## config.mk

```make
export PLATFORM = sky130hd
export DESIGN_NAME = decoder_ref_ctrl
export DESIGN_NICKNAME = d
export VERILOG_FILES = /design/src/rtl/decoder_ref_ctrl.sv
export SDC_FILE = /design/constraint.sdc
export NUM_CORES = 1
export LEC_CHECK = 0
export CAP_MARGIN = 20
export CORE_AREA = 2 2 105 66
export CTS_BUF_LIST = sky130_fd_sc_hd__clkbuf_4 sky130_fd_sc_hd__clkbuf_8
export DETAILED_ROUTE_END_ITERATION = 6
export DIE_AREA = 0 0 107 68
export PLACE_DENSITY = 0.77
export SYNTH_ARGS = -nofsm -noshare
export SYNTH_HDL_FRONTEND = slang
export SYNTH_SLANG_ARGS = --single-unit
```

## constraint.sdc

```tcl
create_clock -name osc -period 4 [get_ports osc]
set_input_delay 0.6 -clock osc [delete_from_list [all_inputs] [get_ports osc]]
set_output_delay 0.6 -clock osc [all_outputs]
set_load 0.03 [all_outputs]
```

## src/rtl/decoder_ref_ctrl.sv

```systemverilog
// Calibrates the Manchester decoder delay reference from 8 measured line intervals and tracks lock.
// Edges seen 3 osc cycles after the line moves; REF/locked update 1 cycle after the 8th closing edge.
module decoder_ref_ctrl #(
  parameter int MAX_RETRY = 3,
  parameter int BAD_LIMIT = 4
) (
  input  logic       osc,
  input  logic       globalReset,
  input  logic       ManchesterCode,
  input  logic       start,
  output logic [3:0] REF,
  output logic       locked,
  output logic       busy,
  output logic       error
);

  localparam int RW = $clog2(MAX_RETRY + 2);
  localparam int BW = $clog2(BAD_LIMIT + 1);

  typedef enum logic [2:0] {
    IDLE, WAIT_EDGE, MEASURE, COMPUTE, LOCKED, ERROR
  } state_t;

  state_t        state_q, state_d;
  logic          sync1_q, sync2_q, sync3_q;
  logic [5:0]    cnt_q, cnt_d;
  logic [8:0]    sum_q, sum_d;
  logic [4:0]    min_q, min_d, max_q, max_d;
  logic [2:0]    idx_q, idx_d;
  logic [5:0]    avg_q, avg_d;
  logic [RW-1:0] retry_q, retry_d;
  logic [BW-1:0] bad_q, bad_d;
  logic [3:0]    ref_q, ref_d;
  logic          locked_q, busy_q, error_q;

  logic       edge_det, cnt_sat, iv_good, in_window, fail, bad_evt;
  logic [5:0] avg_c, spread_lim, lo_b;
  logic [4:0] spread;
  logic [7:0] avg_x3, ref_raw, avg_x5, hi_b;
  logic [3:0] ref_calc;

  assign edge_det   = sync2_q ^ sync3_q;
  assign cnt_sat    = (cnt_q == 6'd63);
  assign iv_good    = (cnt_q >= 6'd2) && (cnt_q <= 6'd31);
  assign avg_c      = sum_q[8:3];
  assign spread     = max_q - min_q;
  assign spread_lim = (avg_c >> 2) + 6'd1;
  assign avg_x3     = {2'b00, avg_c} + {1'b0, avg_c, 1'b0};
  assign ref_raw    = avg_x3 >> 1;
  assign ref_calc   = (ref_raw > 8'd15) ? 4'd15 : ref_raw[3:0];
  assign lo_b       = avg_q >> 1;
  assign avg_x5     = {2'b00, avg_q} + {avg_q, 2'b00};
  assign hi_b       = avg_x5 >> 1;
  assign in_window  = (cnt_q >= lo_b) && ({2'b00, cnt_q} <= hi_b);

  // While locked, a saturated counter restarts so each silent 63-cycle stretch is one bad event.
  always_comb begin
    if (edge_det)                             cnt_d = 6'd1;
    else if (state_q == LOCKED && cnt_sat)    cnt_d = 6'd1;
    else if (cnt_sat)                         cnt_d = 6'd63;
    else                                      cnt_d = cnt_q + 6'd1;
  end

  always_comb begin
    state_d = state_q;
    sum_d   = sum_q;
    min_d   = min_q;
    max_d   = max_q;
    idx_d   = idx_q;
    avg_d   = avg_q;
    retry_d = retry_q;
    bad_d   = bad_q;
    ref_d   = ref_q;
    fail    = 1'b0;
    bad_evt = 1'b0;
    case (state_q)
      IDLE: if (start) state_d = WAIT_EDGE;
      WAIT_EDGE: begin
        if (edge_det) begin
          state_d = MEASURE;
          sum_d   = '0;
          min_d   = 5'h1f;
          max_d   = '0;
          idx_d   = '0;
        end
      end
      MEASURE: begin
        if (edge_det) begin
          if (!iv_good) begin
            fail = 1'b1;
          end else begin
            sum_d = sum_q + {3'b000, cnt_q};
            if (cnt_q[4:0] < min_q) min_d = cnt_q[4:0];
            if (cnt_q[4:0] > max_q) max_d = cnt_q[4:0];
            idx_d = idx_q + 3'd1;
            if (idx_q == 3'd7) state_d = COMPUTE;
          end
        end else if (cnt_sat) begin
          fail = 1'b1;
        end
      end
      COMPUTE: begin
        avg_d = avg_c;
        if ({1'b0, spread} > spread_lim) begin
          fail = 1'b1;
        end else begin
          ref_d   = ref_calc;
          retry_d = '0;
          bad_d   = '0;
          state_d = LOCKED;
        end
      end
      LOCKED: begin
        if (edge_det) begin
          if (in_window) bad_d = '0;
          else           bad_evt = 1'b1;
        end else if (cnt_sat) begin
          bad_evt = 1'b1;
        end
      end
      ERROR: begin
        if (start) begin
          retry_d = '0;
          state_d = WAIT_EDGE;
        end
      end
      default: state_d = IDLE;
    endcase

    if (fail) begin
      if (retry_q >= RW'(MAX_RETRY)) begin
        state_d = ERROR;
      end else begin
        retry_d = retry_q + RW'(1);
        state_d = WAIT_EDGE;
      end
    end

    if (bad_evt) begin
      if ((bad_q + BW'(1)) >= BW'(BAD_LIMIT)) begin
        bad_d   = '0;
        retry_d = '0;
        state_d = WAIT_EDGE;
      end else begin
        bad_d = bad_q + BW'(1);
      end
    end
  end

  always_ff @(posedge osc or posedge globalReset) begin
    if (globalReset) begin
      state_q  <= IDLE;
      sync1_q  <= 1'b0;
      sync2_q  <= 1'b0;
      sync3_q  <= 1'b0;
      cnt_q    <= '0;
      sum_q    <= '0;
      min_q    <= '0;
      max_q    <= '0;
      idx_q    <= '0;
      avg_q    <= '0;
      retry_q  <= '0;
      bad_q    <= '0;
      ref_q    <= 4'b1000;
      locked_q <= 1'b0;
      busy_q   <= 1'b0;
      error_q  <= 1'b0;
    end else begin
      state_q  <= state_d;
      sync1_q  <= ManchesterCode;
      sync2_q  <= sync1_q;
      sync3_q  <= sync2_q;
      cnt_q    <= cnt_d;
      sum_q    <= sum_d;
      min_q    <= min_d;
      max_q    <= max_d;
      idx_q    <= idx_d;
      avg_q    <= avg_d;
      retry_q  <= retry_d;
      bad_q    <= bad_d;
      ref_q    <= ref_d;
      locked_q <= (state_d == LOCKED);
      busy_q   <= (state_d == WAIT_EDGE) || (state_d == MEASURE) || (state_d == COMPUTE);
      error_q  <= (state_d == ERROR);
    end
  end

  assign REF    = ref_q;
  assign locked = locked_q;
  assign busy   = busy_q;
  assign error  = error_q;

endmodule

```

==> qor.yml, run 1 <==
status: "finished, final reports clean"
diodes: 0
synth-edff-count: 0
drtAntennaViolNets: 0
finalPower_mw: 2.149
cpPeakStageDelay_ns: 0.52
grtUsageMet3_pct: 4.571
grt_pass1_wl_um: 13190
grt.total_usage_pct: 23.60
worstPathRequired_ns: 4.20
wl_um: 7702
cp_max_fo: 8
critPathSlowestCell: "nor2_1"
min-delay-start: "sync1_q"
fill_cells: 510
leakage_nw: 1.989
tightest_slew_ns: 0.8151
max_freq_mhz: 291.1
cts_buffers: 5
start_kind: "flip-flop"
path_clk_slew_ns: 0.09
initial_core_util_pct: 57.57
rows: 23
mostFrequentLayoutCell: "dfrtp_1"
cts_tree: "yes"
rr_startpoint: "max_q[0]"
hold-path-cell-count: 0
setup_violations: 0
grt_busiest_layer: "met2"
hp-class: "flip-flop to flip-flop"
period_share_pct: 85.87
critical_path_class: "flip-flop to flip-flop"
portBuffers: 10
synth_cells: 357
nets: 429
syn2layout_area_growth_pct: 8.432
drive_gt1_share_pct: 8.086
avgSynthCellArea_um2: 10.35
ys_async_sr_fraction_pct: 100.0
critPathBufInv: 2
gp_congestion: 0.9199
cp.arrival_ns: 3.63
die_x_um: 107
maxCapViolations: 0
first_global_vias: 2707
clockRootBuffer: "clkbuf_8"
core_um2: 6417
r2r_slack_ns: 0.57
finalClockSkew_ns: 0.007904
hold_violations: 0
worst-path-stages: 14
hpwl_um: 6019
placed_area_um2: 3891
via_count: 2691
vdd_drop_max_v: 0.0002934
r2r-end: "REF[0]"
min_to: "sync2_q"
crit_path_end_kind: "flip-flop"
rsz0062_at_grt: "false"
antenna_found_initial: 0
cts_hold_buf: 0
multi_input_area_um2: 2233
ys.flop_type: "dfrtp_1"
dieArea_um2: 7276
boundaryPins: 11
synth_area_um2: 3695
ctsResizeCount: 0
crit_chain: "inv_1 -> ha_1 -> inv_1 -> fa_1 -> a21o_1 -> a21oi_1 -> xnor2_1 -> ha_1 -> and3_1 -> and3_1 -> a21oi_1 -> nor2_1 -> nand4_1 -> o22a_1"
grt_max_degree: 29
cts_setup_buffers: 0
drc: 0
synth-seq-cells: 53
dr.pass1.iters: 4
htree_levels: 2
dr.first_iter.drc_count: 150
globalRouteMet2Util_pct: 36.54
vias_per_cell: 5.876
insertion_delay_ns: 0.31
die_height_um: 68
met1_usage_pct: 33.75
postLayoutCellArea_um2: 4006
fin_setup_tns_ns: 0
cts_buffer_depth: 2
clock-sinks: 53
grt_overflow_total: 0
synth_cell_types: 56
cp_top_family: "simple AND/OR/NAND/NOR gates"
yosys_warnings: 0
final_cell_mix: "dfrtp_1, ha_1, inv_1, a21oi_1, nand2_1"
power.density_nw_per_um2: 536.5
synth_fp_nets: 416
slew_violations: 0
slew_headroom_pct: 45.66
worstRegToRegCells: 14
regArea_um2: 1328
wl_per_cell_um: 16.82
seq_area_frac_synth_pct: 35.93
min_period_ns: 3.435
## Yosys cell counts (2+ instances only)
master     n  area [um2]
nand2b_1   5       31.28
nor3_1     3       15.01
nand4_1    2       12.51
nor2_1    21       78.83
mux2_2     6       67.56
nand3b_1   4       30.03
ha_1      51       638.1
mux2i_1   11       110.1
dfrtp_1   52        1301
nand2_1   23       86.33
nor2b_1    4       25.02
a211o_1    2       17.52
xnor2_1   12       105.1
o22ai_1    2       12.51
a211oi_1   3       22.52
fa_1       4       80.08
and3_1     5       31.28
a21o_1    11       82.58
or3b_1     2       17.52
nand3_1    5       25.02
buf_2      2       10.01
buf_4      2       15.01
o21bai_1   2       15.01
a21oi_2    2       17.52
a21oi_1   24       120.1
inv_1     25       93.84
a221o_1    2       20.02
o211ai_1   5       37.54
or2_2      2       12.51
o22a_1     4       35.03
a211oi_2   2       25.02
nor3b_1    2       15.01
o21ai_1    2       10.01
or3_1      4       25.02
a22o_1     9       78.83
o21ai_0   11       55.05
xor2_1    10       87.58
## registers in the layout (all words and copies together), names as in the netlist
register / cells
state_q: 3
cnt_q: 6
sync3_q: 1
min_q: 5
REF: 4
sync1_q: 1
sum_q: 9
sync2_q: 1
avg_q: 6
retry_q: 3
locked: 1
busy: 1
max_q: 5
bad_q: 3
error: 1
idx_q: 3
## layout make-up
| cell class | instances | area share, % |
|---|---|---|
| clock buffer | 6 | 1.905 |
| clock inverter | 2 | 0.9681 |
| inverter | 25 | 2.342 |
| multi-input combinational | 273 | 55.75 |
| sequential | 53 | 33.14 |
| tap | 87 | 2.717 |
| timing repair buffer | 12 | 3.186 |
## per-stage QoR
step	hold WS, ns	util [%]	std cells	setup WS [ns]
6_report	0.3582	62.43	458	0.5653
4_1_cts	0.3581	62.43	458	0.6430
5_1_grt	0.3763	62.43	458	0.2950
3_3_place_gp	0.3325	60.32	449	0.8139
3_5_place_dp	0.3358	60.64	450	0.6625
2_1_floorplan	0.3312	-	357	1.018
## logic make-up after synthesis
logic type	count (synthesis)	share of synthesized area, %
buffers and inverters	31	3.623
flip-flops	53	35.93
AO/OA/AOI/OAI	89	17.64
XOR/XNOR	22	5.215
adder cells (fa/ha/maj)	55	19.44
multiplexers	18	5.113
AND/OR/NAND/NOR	89	13.04
## how the worst max path moves through the flow
stage | start | end | slack [ns]
6_report | max_q[0] | REF[0] | 0.57
3_3_place_gp | max_q[0] | retry_q[1] | 0.81
5_1_grt | max_q[0] | REF[2] | 0.30
2_1_floorplan | max_q[0] | retry_q[1] | 1.02
3_5_place_dp | max_q[0] | REF[0] | 0.66
4_1_cts | max_q[0] | REF[0] | 0.64
## routing by layer
metal | wire, um | vias to the layer above
li1 | - | 1317
met1 | 3996 | 1313
met2 | 3272 | 48
met3 | 337 | 13
met4 | 96 | 0
met5 | 0 | -
## power breakdown
| group | switching [mW] | internal (mW) |
|---|---|---|
| clock | 0.180 | 0.195 |
| sequential | 0.133 | 0.658 |
| combinational | 0.530 | 0.452 |
| total | 0.844 | 1.31 |
Note: power is estimated with default switching activity, not from simulation.
==> inputs of run 2 (changes only) <==
- CORE_AREA: 2 2 105 66 -> 10 10 113 74
- DIE_AREA: 0 0 107 68 -> 0 0 123 84
- REMOVE_ABC_BUFFERS: unset -> 1
==> run 2 against run 1 <==
Power shrank 2.7%. Final area shrank 0.59%. Fmax grew 3.2%. Critical path type unchanged. Non-clock buffer count is the same. Flip-flop and latch count is the same. Final cell count is the same. Sequential share of layout area grew 0.20 points.
==> qor.yml, run 2 (synthesized netlist as in run 1, its figures left out) <==
cp_max_fo: 5
reg_top3: "sum_q x9, avg_q x6, cnt_q x6"
period_share_pct: 83.19
path_clk_slew_ns: 0.10
hpwl_um: 6322
drc: 0
vdd_drop_max_v: 0.0002405
dr.first_iter.drc_count: 159
nets: 429
drtAntennaViolNets: 0
wl_per_cell_um: 17.55
status: "finished, final reports clean"
rows: 23
die_height_um: 84
dieArea_um2: 10330
initial_core_util_pct: 57.57
dp_slack_ns: 0.7388
hold-path-cell-count: 0
maxCapViolations: 0
gp_congestion: 0.8670
start_kind: "flip-flop"
grtUsageMet3_pct: 2.838
grt_overflow_total: 0
finalClockSkew_ns: 0.008757
cts_setup_buffers: 0
clockRootBuffer: "clkbuf_8"
regMostFlops: "sum_q"
wl_um: 8040
leakage_nw: 1.971
globalRouteMet2Util_pct: 25.35
cts_buffer_depth: 2
vias_per_cell: 5.821
cpPeakStageDelay_ns: 0.40
tightest_slew_ns: 0.8288
cp.arrival_ns: 3.56
rsz0062_at_grt: "false"
via_count: 2666
cts_tree: "yes"
mostFrequentLayoutCell: "dfrtp_1"
grt_max_degree: 39
power.density_nw_per_um2: 524.8
critPathSlowestCell: "dfrtp_1"
final_cell_mix: "dfrtp_1, ha_1, inv_1, a21oi_1, nand2_1"
hold_violations: 0
met1_usage_pct: 23.75
slew_violations: 0
max_freq_mhz: 300.5
largest_reg_flops: 9
die_x_um: 123
crit_path_end_kind: "flip-flop"
final_cells: 458
finalWorstSetupSlack_ns: 0.6724
fin_setup_tns_ns: 0
worstRegToRegCells: 14
antenna_found_initial: 0
diodes: 0
dp_cells: 450
cts_hold_buf: 0
hp-class: "flip-flop to flip-flop"
drive_gt1_share_pct: 8.086
worstPathRequired_ns: 4.23
core_um2: 6417
critical_path_class: "flip-flop to flip-flop"
setup_violations: 0
insertion_delay_ns: 0.31
htree_levels: 2
grt_pass1_wl_um: 14090
dr.pass1.iters: 4
slew_headroom_pct: 44.74
portBuffers: 10
clock-sinks: 53
first_global_vias: 2849
fin_util_pct: 62.06
grt_busiest_layer: "met2"
min_period_ns: 3.328
ctsResizeCount: 0
grt.total_usage_pct: 16.65
syn2layout_area_growth_pct: 7.789
crit_chain: "inv_1 -> ha_1 -> inv_1 -> fa_1 -> a21o_1 -> a21oi_1 -> xnor2_1 -> ha_1 -> and3_1 -> and3_1 -> a211oi_1 -> a21oi_2 -> or3_1 -> a21oi_1"
boundaryPins: 11
cts_buffers: 5
## run 2: cell count changes in the layout (fill, tap and decap cells not counted), sizes merged
cell / delta
clkinv: -1
clkinvlp: +2
bufinv: -1
## run 2: worst paths after layout
kind / from / endpoint / slack [ns]
min reg2reg: sync1_q / sync2_q / 0.36
min: sync1_q / sync2_q / 0.36
max: max_q[0] / retry_q[0] / 0.67
max in group asynchronous: globalReset / REF[3] / 2.85
min in group asynchronous: globalReset / sync3_q / 0.57
max reg2reg: max_q[0] / retry_q[0] / 0.67
## run 2: metal layers
layer  vias up  part of all wire [%]
li1       1315                     -
met1      1288                    49
met2        52                    44
met3        11                   5.3
met4         0                   1.2
met5         -                     0
## run 2: critical path: cells and delay by family, from the launching register on
kind                     cells  cell delay [ns]
XOR/XNOR                     1             0.09
AO/OA/AOI/OAI                5             1.06
adder cells (fa/ha/maj)      3             0.84
AND/OR/NAND/NOR              3             0.71
buffers and inverters        2             0.14
flip-flops                   1             0.40
## run 2: stage by stage
| stage | total power, mW | instance area [um2] | hold slack [ns] |
|---|---|---|---|
| detailed placement | 1.786 | 3891 | 0.3381 |
| CTS | 2.102 | 3983 | 0.3621 |
| floorplan | 1.505 | 3655 | 0.3312 |
| finish | 2.090 | 3983 | 0.3584 |
| global route | 2.257 | 3983 | 0.3674 |
| global placement | 1.732 | 3871 | 0.3338 |
## run 2: power breakdown
part / internal (mW) / switching, mW / total [mW] / leakage, nW
combinational: 0.452 / 0.533 / 0.985 / 1.25
sequential: 0.658 / 0.137 / 0.795 / 0.684
clock: 0.131 / 0.180 / 0.310 / 0.0408
## run 2: cell type report
cell class	instances	area [um2]
Inverter	25	93.84
Sequential cell	53	1328
Fill cell	515	2435
Timing Repair Buffer	12	127.6
Tap cell	87	108.9
Clock inverter	2	15.01
Multi-Input combinational cell	273	2233
Clock buffer	6	76.32
==> inputs of run 3 (changes only) <==
- CORE_AREA: 10 10 113 74 -> 10 10 115 75
- DIE_AREA: 0 0 123 84 -> 0 0 125 85
- clock period: 4 -> 2.8 ns (I/O delays scaled with it)
==> run 3 against run 2 <==
The flow now finishes with violations (setup timing). Power grew 63%. Sequential power up 41%. Register-to-register slack worse by 0.86 ns. Worst hold slack improved by 0.0089 ns. Critical endpoint is now retry_q[1]. Critical path type unchanged. Highest routed layer unchanged.
==> qor.yml, run 3 (synthesized netlist as in run 1, its figures left out) <==
first_global_vias: 3004
initial_core_util_pct: 56.31
crit_path_end_kind: "flip-flop"
antenna_found_initial: 0
grtUsageMet3_pct: 3.478
grt_overflow_total: 0
diodes: 0
fill_cells: 519
finalClockSkew_ns: 0.008332
path_clk_slew_ns: 0.10
clockRootBuffer: "clkbuf_8"
cts_buffers: 5
fin_util_pct: 64.99
cpPeakStageDelay_ns: 0.40
hp-class: "flip-flop to flip-flop"
drive_gt1_share_pct: 19.29
drc: 0
grt_pass1_wl_um: 14860
finalWorstSetupSlack_ns: -0.1894
cts_buffer_depth: 2
wl_um: 8813
clock-sinks: 53
critPathSlowestCell: "dfrtp_1"
final_cells: 481
rows: 23
dr.pass1.iters: 4
rsz0062_at_grt: "true"
grt_max_degree: 31
crit_chain: "inv_2 -> ha_4 -> inv_2 -> fa_2 -> a21o_1 -> a21oi_2 -> xnor2_1 -> ha_1 -> and3_4 -> and3_4 -> a211oi_4 -> a21oi_2 -> or3b_1 -> a21oi_1"
grt_busiest_layer: "met2"
leakage_nw: 2.098
portBuffers: 10
regMostFlops: "sum_q"
reg_top3: "sum_q x9, avg_q x6, cnt_q x6"
syn2layout_area_growth_pct: 15.41
drtAntennaViolNets: 0
power.density_nw_per_um2: 799.1
final_cell_mix: "dfrtp_1, ha_1, buf_4"
status: "complete, but fails checks"
worstPathRequired_ns: 3.06
dr.first_iter.drc_count: 154
setup_violations: 13
finalPower_mw: 3.407
slew_headroom_pct: 52.57
maxCapViolations: 0
via_count: 2864
largest_reg_flops: 9
gp_congestion: 0.9202
tightest_slew_ns: 0.7015
dp_slack_ns: -0.4634
hold_violations: 0
cts_tree: "yes"
mostFrequentLayoutCell: "dfrtp_1"
hpwl_um: 6467
violations: "setup timing"
nets: 452
vdd_drop_max_v: 0.0004034
start_kind: "flip-flop"
whs_ns: 0.3673
globalRouteMet2Util_pct: 25.72
dieArea_um2: 10630
cp.arrival_ns: 3.25
htree_levels: 2
cp_max_fo: 5
die_x_um: 125
period_share_pct: 106.8
met1_usage_pct: 23.14
critical_path_class: "flip-flop to flip-flop"
dp_cells: 468
wl_per_cell_um: 18.32
insertion_delay_ns: 0.33
grt.total_usage_pct: 16.92
boundaryPins: 11
die_height_um: 85
min_period_ns: 2.989
max_freq_mhz: 334.5
core_um2: 6561
vias_per_cell: 5.954
slew_violations: 0
r2r_slack_ns: -0.19
[run 3: layout make-up]
cell class                      instances  area [um2]  share of cell area [%]
Clock buffer                            5       68.82                   1.614
Clock inverter                          3       17.52                  0.4108
Inverter                               25       93.84                   2.201
Multi-Input combinational cell        273        2360                   55.34
Sequential cell                        53        1328                   31.13
Tap cell                               87       108.9                   2.553
Timing Repair Buffer                   35       287.8                   6.749
[run 3: path summary, 6_finish.rpt]
check / cells after the start / from / endpoint
max: 14 / max_q[0] / retry_q[1]
min: 0 / sync1_q / sync2_q
max reg2reg: 14 / max_q[0] / retry_q[1]
min reg2reg: 0 / sync1_q / sync2_q
max in group asynchronous: 3 / globalReset / max_q[3]
min in group asynchronous: 2 / globalReset / sync2_q
[run 3: per-layer routing]
metal / wire (um) / up-vias / part of all wire, %
li1: - / 1366 / -
met3: 457 / 16 / 5.2
met5: 0 / - / 0
met1: 4336 / 1421 / 49
met4: 158 / 0 / 1.8
met2: 3861 / 61 / 44
[run 3: what timing repair did]
action,CTS,global route
setup buffers,4,2
pin swaps,11,4
resized for setup,16,13
setup endpoints to repair,16,16
hold endpoints to repair,0,0
cloned,0,0
hold buffers,0,0
[run 3: critical path: cells and delay by family (launching register included)]
kind / cells / cell delay [ns]
flip-flops: 1 / 0.40
buffers and inverters: 2 / 0.12
XOR/XNOR: 1 / 0.14
AND/OR/NAND/NOR: 3 / 0.72
adder cells (fa/ha/maj): 3 / 0.72
AO/OA/AOI/OAI: 5 / 0.81
[run 3: stage by stage]
step | instance area [um2] | setup TNS (ns)
after global placement | 4014 | -2.105
final | 4264 | -1.562
after CTS | 4183 | -1.558
after global routing | 4264 | -3.058
after floorplan | 3655 | -1.048
after detailed placement | 4014 | -4.427
[run 3: where the power goes]
group	internal [mW]	switching (mW)	leakage, nW	total, mW
registers	0.940	0.178	0.684	1.12
logic	0.866	0.968	1.37	1.83
clock network	0.174	0.282	0.0439	0.456
